==> config.mk <==
export PLATFORM = sky130hd
export DESIGN_NAME = timer_ctrl
export DESIGN_NICKNAME = d
export VERILOG_FILES = /design/src/rtl/timer_ctrl.sv
export SDC_FILE = /design/constraint.sdc
export NUM_CORES = 1
export LEC_CHECK = 0
export BUFFER_PORTS_ARGS = -buffer_cell sky130_fd_sc_hd__buf_2
export CAP_MARGIN = 20
export CORE_MARGIN = 2
export CORE_UTILIZATION = 53
export DETAILED_ROUTE_END_ITERATION = 8
export HOLD_SLACK_MARGIN = 0.03
export PLACE_DENSITY = 0.74
export SYNTH_ARGS = -nofsm -noshare
export SYNTH_HDL_FRONTEND = slang
export SYNTH_SLANG_ARGS = --single-unit
==> constraint.sdc <==
create_clock -name clk -period 2 [get_ports clk]
set_input_delay 0.3 -clock clk [delete_from_list [all_inputs] [get_ports clk]]
set_output_delay 0.3 -clock clk [all_outputs]
set_load 0.02 [all_outputs]
==> src/rtl/timer_ctrl.sv <==
// timer_ctrl: run/pause/lap/clear controller driving an hh:mm:ss BCD counter datapath.
// Define DEBOUNCE_EN to insert a DB_CYCLES stability filter behind each key synchroniser.
module timer_ctrl #(
    parameter int TICK_DIV  = 50_000_000,
    parameter int DB_CYCLES = 1_000_000
) (
    input  logic       clk,
    input  logic       rst,
    input  logic       key_start_n,
    input  logic       key_lap_n,
    input  logic       cnt_max,
    output logic       cnt_en,
    output logic       cnt_clr,
    output logic       disp_hold,
    output logic [2:0] state
);

    localparam logic [2:0] S_IDLE  = 3'd0;
    localparam logic [2:0] S_RUN   = 3'd1;
    localparam logic [2:0] S_PAUSE = 3'd2;
    localparam logic [2:0] S_LAP   = 3'd3;
    localparam logic [2:0] S_DONE  = 3'd4;

    localparam int            PW         = (TICK_DIV > 1) ? $clog2(TICK_DIV) : 1;
    localparam logic [PW-1:0] PRESC_LAST = PW'(TICK_DIV - 1);

    if (TICK_DIV < 2 || DB_CYCLES < 1) begin : g_bad_param
        $error("timer_ctrl: TICK_DIV must be >= 2 and DB_CYCLES >= 1");
    end

    // Index 0 is the start key, index 1 the lap key; all key flops idle high.
    logic [1:0] key_n;
    logic [1:0] sync1_q, sync1_d;
    logic [1:0] sync2_q, sync2_d;
    logic [1:0] prev_q, prev_d;
    logic [1:0] level;
    logic [1:0] press;
    logic       start_p;
    logic       lap_p;

    assign key_n = {key_lap_n, key_start_n};

`ifdef DEBOUNCE_EN
    localparam int            DW      = (DB_CYCLES > 1) ? $clog2(DB_CYCLES) : 1;
    localparam logic [DW-1:0] DB_LAST = DW'(DB_CYCLES - 1);

    logic [1:0]    flt_q, flt_d;
    logic [DW-1:0] db_cnt_q [2];
    logic [DW-1:0] db_cnt_d [2];

    // The filtered level flips only after the synced level differs for DB_CYCLES edges in a row.
    always_comb begin
        flt_d = flt_q;
        for (int i = 0; i < 2; i++) begin
            db_cnt_d[i] = '0;
            if (sync2_q[i] != flt_q[i]) begin
                if (db_cnt_q[i] == DB_LAST) begin
                    flt_d[i] = sync2_q[i];
                end else begin
                    db_cnt_d[i] = db_cnt_q[i] + 1'b1;
                end
            end
        end
    end

    always_ff @(posedge clk) begin
        if (rst) begin
            flt_q <= 2'b11;
            for (int i = 0; i < 2; i++) begin
                db_cnt_q[i] <= '0;
            end
        end else begin
            flt_q <= flt_d;
            for (int i = 0; i < 2; i++) begin
                db_cnt_q[i] <= db_cnt_d[i];
            end
        end
    end

    assign level = flt_q;
`else
    assign level = sync2_q;
`endif

    always_comb begin
        sync1_d = key_n;
        sync2_d = sync1_q;
        prev_d  = level;
    end

    assign press   = prev_q & ~level;
    assign start_p = press[0];
    assign lap_p   = press[1];

    logic [2:0]    state_q, state_d;
    logic [PW-1:0] presc_q, presc_d;
    logic          cnt_en_q, cnt_en_d;
    logic          cnt_clr_q, cnt_clr_d;
    logic          counting;

    always_ff @(posedge clk) begin
        if (rst) begin
            state_q <= S_IDLE;
        end else begin
            state_q <= state_d;
        end
    end

    // Priority everywhere: cnt_max, then start, then lap.
    always_comb begin
        state_d = state_q;
        case (state_q)
            S_IDLE: begin
                if (start_p) state_d = S_RUN;
            end
            S_RUN, S_LAP: begin
                if (cnt_max)      state_d = S_DONE;
                else if (start_p) state_d = S_PAUSE;
                else if (lap_p)   state_d = (state_q == S_RUN) ? S_LAP : S_RUN;
            end
            S_PAUSE: begin
                if (start_p)    state_d = S_RUN;
                else if (lap_p) state_d = S_IDLE;
            end
            S_DONE: begin
                if (lap_p) state_d = S_IDLE;
            end
            default: state_d = S_IDLE;
        endcase
    end

    // Prescaler keeps its phase across PAUSE so a resumed second is not lost.
    always_comb begin
        counting = (state_q == S_RUN) || (state_q == S_LAP);
        presc_d  = '0;
        if (counting) begin
            presc_d = (presc_q == PRESC_LAST) ? '0 : presc_q + 1'b1;
        end else if (state_q == S_PAUSE) begin
            presc_d = presc_q;
        end
        cnt_en_d  = counting && (presc_q == PRESC_LAST) && !cnt_max;
        cnt_clr_d = lap_p && ((state_q == S_DONE) ||
                              (!start_p && ((state_q == S_IDLE) || (state_q == S_PAUSE))));
    end

    always_ff @(posedge clk) begin
        if (rst) begin
            sync1_q   <= 2'b11;
            sync2_q   <= 2'b11;
            prev_q    <= 2'b11;
            presc_q   <= '0;
            cnt_en_q  <= 1'b0;
            cnt_clr_q <= 1'b0;
        end else begin
            sync1_q   <= sync1_d;
            sync2_q   <= sync2_d;
            prev_q    <= prev_d;
            presc_q   <= presc_d;
            cnt_en_q  <= cnt_en_d;
            cnt_clr_q <= cnt_clr_d;
        end
    end

    assign cnt_en    = cnt_en_q;
    assign cnt_clr   = cnt_clr_q;
    assign disp_hold = (state_q == S_LAP);
    assign state     = state_q;

endmodule

==> results of run 1 <==
-- cell families (layout without fill, tap and decap cells) --
family	after synthesis	in the layout	synth area share [%]
and+or+nand+nor	104	104	33.4
AOI/OAI and AO/OA	58	59	19.9
DFF	37	37	40.5
buffers and inverters	15	51	4.45
adders and majority gates	1	1	0.684
xor gates and xnor gates	1	1	0.479
muxes	1	1	0.547
-- per-layer routing --
metal  vias to the layer above  GRT usage, %
li1                        881             -
met1                       837          29.1
met2                        49          37.0
met3                        10          5.59
met4                         0          8.61
met5                         -             0
-- through the flow --
| step | TNS (ns) | hold slack [ns] | total power [W] | area, um^2 |
|---|---|---|---|---|
| 2_1_floorplan | 0 | 0.375 | 0.000797 | 1830 |
| 3_3_place_gp | 0 | 0.391 | 0.000816 | 2070 |
| 3_5_place_dp | -0.00755 | 0.397 | 0.000817 | 2070 |
| 4_1_cts | 0 | 0.112 | 0.00127 | 2170 |
| 5_1_grt | -0.00250 | 0.112 | 0.00131 | 2240 |
| 6_report | 0 | 0.121 | 0.00127 | 2240 |
-- placed cells by master (no fill, tap or decap), drive strengths merged --
| cell | netlist | routed |
|---|---|---|
| buf | 5 | 38 |
| and3 | 3 | 3 |
| or4bb | 1 | 1 |
| inv | 4 | 4 |
| or3b | 1 | 1 |
| and2 | 5 | 5 |
| a22oi | 1 | 1 |
| a31oi | 17 | 17 |
| nor2b | 2 | 2 |
| nor3b | 3 | 3 |
| clkbuf | 6 | 8 |
| clkinv | 0 | 1 |
| a22o | 3 | 3 |
| nand3b | 1 | 1 |
| nand3 | 10 | 10 |
| xnor2 | 1 | 1 |
| o21ai | 9 | 9 |
| or2 | 8 | 8 |
| o211ai | 3 | 3 |
| nor4 | 9 | 9 |
| a211oi | 2 | 3 |
| a32oi | 1 | 1 |
| nand2b | 7 | 7 |
| or4b | 2 | 2 |
| nor2 | 15 | 15 |
| o21a | 1 | 1 |
| dfxtp | 37 | 37 |
| nand2 | 23 | 23 |
| a2111oi | 1 | 1 |
| nor3 | 5 | 5 |
| nand4 | 9 | 9 |
| ha | 1 | 1 |
| a311oi | 1 | 1 |
| mux2i | 1 | 1 |
| a41oi | 2 | 2 |
| a21oi | 15 | 15 |
| a21o | 2 | 2 |
-- state kept, by name, indices dropped and copies added, names as in the netlist --
name     cells
presc_q     26
cnt_en       1
cnt_clr      1
prev_q       2
sync1_q      2
level        2
state        3
-- critical path, cell delays in order (launching register included) --
cell	delay [ns]
dfxtp_1	0.37
or4bb_1	0.54
nor4_4	0.32
a211oi_4	0.18
a21o_1	0.19
a22o_1	0.22
-- power breakdown --
| part | switching (W) | internal [W] | total [W] |
|---|---|---|---|
| Combinational | 0.0000350 | 0.0000269 | 0.0000620 |
| Sequential | 0.00000275 | 0.000744 | 0.000747 |
| Clock | 0.000253 | 0.000204 | 0.000457 |
-- what timing repair did --
item	CTS	global route
buffers inserted	2	3
gates cloned	0	2
resized for setup	0	3
setup endpoints to repair	7	20
pin swaps	2	2
-- area by class of cell --
cell class	instances	area, um^2	area share [%]
clock inverter	1	5.00	0.223
timing repair buffer	39	314	14.0
clock buffer	7	65.1	2.90
tap	46	57.6	2.57
inverter	4	15.0	0.670
multi-input combinational	166	1040	46.6
sequential	37	741	33.1
-- how the worst min path moves through the flow --
stage / from / depth (start not counted) / to / slack (ns)
after detailed placement: sync1_q[0] / 1 / level[0] / 0.40
after CTS: key_start_n / 2 / sync1_q[0] / 0.11
after global placement: sync1_q[0] / 1 / level[0] / 0.39
after floorplan: cnt_max / 1 / cnt_en / 0.38
after global routing: key_start_n / 2 / sync1_q[0] / 0.11
final: key_lap_n / 2 / sync1_q[1] / 0.12
==> flow_metrics.env, run 1 <==
export IMPL_status="complete, no violations"
export IMPL_routabilityCongestion=0.788
export IMPL_port_buffers=10
export IMPL_vias_per_cell=5.92
export IMPL_synth_area_top_cells="dfxtp_1, a31oi_1, nand2_1"
export IMPL_hpwl_um=2810
export IMPL_first_pass_iters=5
export IMPL_die_w_um=62.8
export IMPL_reg2reg_depth=5
export IMPL_topRoutingLayerUsed="met4"
export IMPL_dp_cells=285
export IMPL_row_count=21
export IMPL_dp_worst_setup_slack_ns=-0.00755
export IMPL_setup_worst_path_start="presc_q[18]"
export IMPL_path_clk_slew_ns=0.11
export IMPL_r2r_start="presc_q[18]"
export IMPL_peakVddDrop_mv=0.314
export IMPL_ys_types=43
export IMPL_max_freq_mhz=521
export IMPL_synth_nets=223
export IMPL_wl_um=4280
export IMPL_track_usage_pct=22.7
export IMPL_die_h_um=62.8
export IMPL_routed_wl_met3_um=214
export IMPL_grt_pass1_vias=1613
export IMPL_cts_buffers=5
export IMPL_grt_antenna_before_repair=0
export IMPL_drive_gt1_share_pct=26.4
export IMPL_critical_path_class="reg2reg"
export IMPL_slew_headroom_pct=63.3
export IMPL_start_util_pct=54.8
export IMPL_r2r_setup_slack_ns=0.08
export IMPL_fillers=278
export IMPL_synth_edff_count=0
export IMPL_h_tree_depth=2
export IMPL_area_growth_syn_to_layout_pct=22.5
export IMPL_synth_main_ff_cell="dfxtp_1"
export IMPL_tightest_slew_ns=0.547
export IMPL_root_buffer="clkbuf_4"
export IMPL_die_area_mm2=0.00394
export IMPL_routedWlPerCell_um=14.3
export IMPL_cts_hold_buf=0
export IMPL_endpoint_kind="flop"
export IMPL_timing_final_ws_setup_ns=0.0804
export IMPL_fin_skew_ns=0.00722
export IMPL_cts_tree="yes"
export IMPL_synth_warnings=0
export IMPL_design_portCount=11
export IMPL_report_final_slew_viol_count=0
export IMPL_drt_met1_wl_um=2040
export IMPL_hold_viol_final=0
export IMPL_synth_seq_area_share_pct=40.5
export IMPL_setup_viol=0
export IMPL_syn_area_mm2=0.00183
export IMPL_period_share_pct=96.0
export IMPL_routed_via_count=1777
export IMPL_clkLatencyLatePin_ns=0.35
export IMPL_grt_max_degree=20
export IMPL_instances_no_fill=300
export IMPL_synth_common_cells="dfxtp_1, nand2_1, a31oi_1"
export IMPL_drt_iter0_drc=150
export IMPL_cellPowerDensity_mw_per_mm2=565
export IMPL_core_mm2=0.00334
export IMPL_power_leakage_nw=0.816
export IMPL_cts_sinks=37
export IMPL_dr_wl_met2_um=1910
export IMPL_nNetsFinal=259
export IMPL_cts_path_max_buffers=2
export IMPL_syn_area_per_cell_um2=8.43
export IMPL_critPathMaxFanout=5
export IMPL_grt_first_pass_wirelength_um=7130
export IMPL_ant_nets=0
export IMPL_n_antenna_cell=0
export IMPL_synth_most_common_cell="dfxtp_1"
export IMPL_cap_violations=0
export IMPL_r2r_end="presc_q[10]"
export IMPL_route_detailed_drc=0
export IMPL_synth_top_cell_by_area="dfxtp_1"
export IMPL_startpoint_type="flop"
export IMPL_worstPathArrival_ns=2.17
export IMPL_synthCells=217
export IMPL_ys_ff_latch=37
export IMPL_min_period_ns=1.92
export IMPL_grt_overflow=0
export IMPL_hold_class="in2reg"
export IMPL_worstPathRequired_ns=2.25
export IMPL_async_reset_ff_share_pct=0
export IMPL_crit_end="presc_q[10]"
export IMPL_fin_util_pct=67.2
export IMPL_yosys_area_top_type_share_pct=40.5
No activity file was read; power rests on OpenSTA's default activity.
==> run 2, diff against run 1 <==
- CORE_MARGIN: 2 -> 1
==> run 2 against run 1 <==
  * The flow now finishes with violations (setup timing)
  * Register-to-register slack got worse by 0.08 ns
  * Cell area fell by 0.17%
  * Die area is 6.3% lower
  * Sequential share of layout area up 0.22 points
  * Largest power group unchanged
  * Setup slack got worse by 0.083 ns
  * Global-route usage up 3.6 points
==> flow_metrics.env, run 2 (synthesized netlist as in run 1, its figures left out) <==
export IMPL_first_pass_iters=5
export IMPL_drive_gt1_share_pct=27.1
export IMPL_routed_via_count=1823
export IMPL_die_area_mm2=0.00369
export IMPL_cellPowerDensity_mw_per_mm2=610
export IMPL_dp_cells=279
export IMPL_period_share_pct=100
export IMPL_cts_tree="yes"
export IMPL_pwr_share_comb_pct=4.6
export IMPL_top_register="presc_q"
export IMPL_die_w_um=60.8
export IMPL_critical_path_class="reg2reg"
export IMPL_cts_buffers=5
export IMPL_worstPathArrival_ns=2.24
export IMPL_start_util_pct=58.0
export IMPL_worstPathRequired_ns=2.23
export IMPL_path_clk_slew_ns=0.12
export IMPL_pwr_share_seq_pct=54.7
export IMPL_internal_power_w=0.00107
export IMPL_area_growth_syn_to_layout_pct=22.3
export IMPL_path_cells="or4bb_4 -> nor4_4 -> a211oi_4 -> buf_12 -> a32oi_1 -> nand2_1"
export IMPL_wl_um=4540
export IMPL_largest_reg_flops=26
export IMPL_status="finished with violations"
export IMPL_grt_first_pass_wirelength_um=7180
export IMPL_critPathMaxFanout=6
export IMPL_vias_per_cell=6.18
export IMPL_slowest_delay_ns=0.56
export IMPL_netSwitchingPower_w=0.000296
export IMPL_worst_hold_slack_ns=0.121
export IMPL_peakVddDrop_mv=0.371
export IMPL_violations="setup timing"
export IMPL_ant_nets=0
export IMPL_clkPwrFrac_pct=40.6
export IMPL_hold_class="in2reg"
export IMPL_hold_viol_final=0
export IMPL_slew_headroom_pct=61.9
export IMPL_fin_skew_ns=0.00997
export IMPL_grt_max_degree=23
export IMPL_fin_util_pct=71.0
export IMPL_p_sw_share_pct=21.7
export IMPL_setup_viol=1
export IMPL_cts_sinks=37
export IMPL_cts_path_max_buffers=2
export IMPL_cp_slowest_cell="or4bb_4"
export IMPL_endpoint_kind="flop"
export IMPL_grt_pass1_vias=1607
export IMPL_drt_iter0_drc=162
export IMPL_route_detailed_drc=0
export IMPL_core_mm2=0.00315
export IMPL_cts_hold_buf=0
export IMPL_h_tree_depth=2
export IMPL_row_count=20
export IMPL_grt_overflow=0
export IMPL_design_portCount=11
export IMPL_hpwl_um=3000
export IMPL_rsz0062_at_grt="true"
export IMPL_root_buffer="clkbuf_4"
export IMPL_tns_ns=-0.00211
export IMPL_port_buffers=10
export IMPL_power_leakage_nw=0.805
export IMPL_report_final_slew_viol_count=0
export IMPL_routabilityCongestion=0.875
export IMPL_max_freq_mhz=499
export IMPL_tightest_slew_ns=0.569
export IMPL_clkLatencyLatePin_ns=0.35
export IMPL_track_usage_pct=26.4
export IMPL_instances_no_fill=295
export IMPL_grt_antenna_before_repair=0
export IMPL_n_antenna_cell=0
export IMPL_min_period_ns=2.00
export IMPL_nNetsFinal=256
export IMPL_cap_violations=0
export IMPL_timing_final_ws_setup_ns=-0.00211
export IMPL_routedWlPerCell_um=15.4
export IMPL_final_common_cell="dfxtp_1"
export IMPL_die_h_um=60.8
export IMPL_startpoint_type="flop"
export IMPL_final_cell_mix="dfxtp_1, nand2_1, buf_4"
[run 2: worst paths after layout]
check	slack, ns	depth (start not counted)	from	to
worst max-delay path	-0.002	6	presc_q[19]	presc_q[19]
worst min register to register	0.42	1	sync1_q[0]	level[0]
worst max register to register	-0.002	6	presc_q[19]	presc_q[19]
worst min-delay path	0.12	2	key_lap_n	sync1_q[1]
[run 2: area by class of cell]
class                   count  area [um^2]
fillers                   253          916
flip-flops and latches     37          744
well taps                  44         55.1
inverters                   4         15.0
repair buffers             36          290
multi-input cells         166         1040
clock inverters             2         37.5
clock buffers               6         51.3
[run 2: stage by stage]
| stage | setup WS [ns] | area [um^2] | power (W) |
|---|---|---|---|
| 4_1_cts | 0.00759 | 2130 | 0.00136 |
| 6_report | -0.00211 | 2240 | 0.00136 |
| 5_1_grt | -0.0730 | 2240 | 0.00141 |
| 2_1_floorplan | 0.133 | 1830 | 0.000797 |
| 3_3_place_gp | 0.116 | 2040 | 0.000816 |
| 3_5_place_dp | 0.00865 | 2040 | 0.000818 |
[run 2: worst max-delay path: cells and delay by family (launching register included)]
kind / cells / cell delay [ns]
simple gates: 3 / 0.97
buf+inv: 1 / 0.17
compound gates: 2 / 0.36
flops: 1 / 0.38
[run 2: what timing repair did]
item,CTS,global route
gates resized for setup,1,5
buffers inserted,0,5
gates cloned,0,3
pin swaps,0,2
setup endpoints to repair,1,12
[run 2: power by group through the flow]
stage                     sequential, W  clock [W]  combinational, W
after CTS                      0.000747   0.000559         0.0000550
after global routing           0.000748   0.000590         0.0000692
final                          0.000746   0.000554         0.0000633
after detailed placement       0.000763          0         0.0000550
after global placement         0.000763          0         0.0000527
after floorplan                0.000766          0         0.0000318
[run 2: per-layer routing]
layer	global-route usage (%)	part of all wire (%)	up-vias
li1	-	-	871
met1	35.4	43	858
met2	41.1	49	86
met3	6.61	6.5	8
met4	9.74	1.3	0
met5	0	0	-
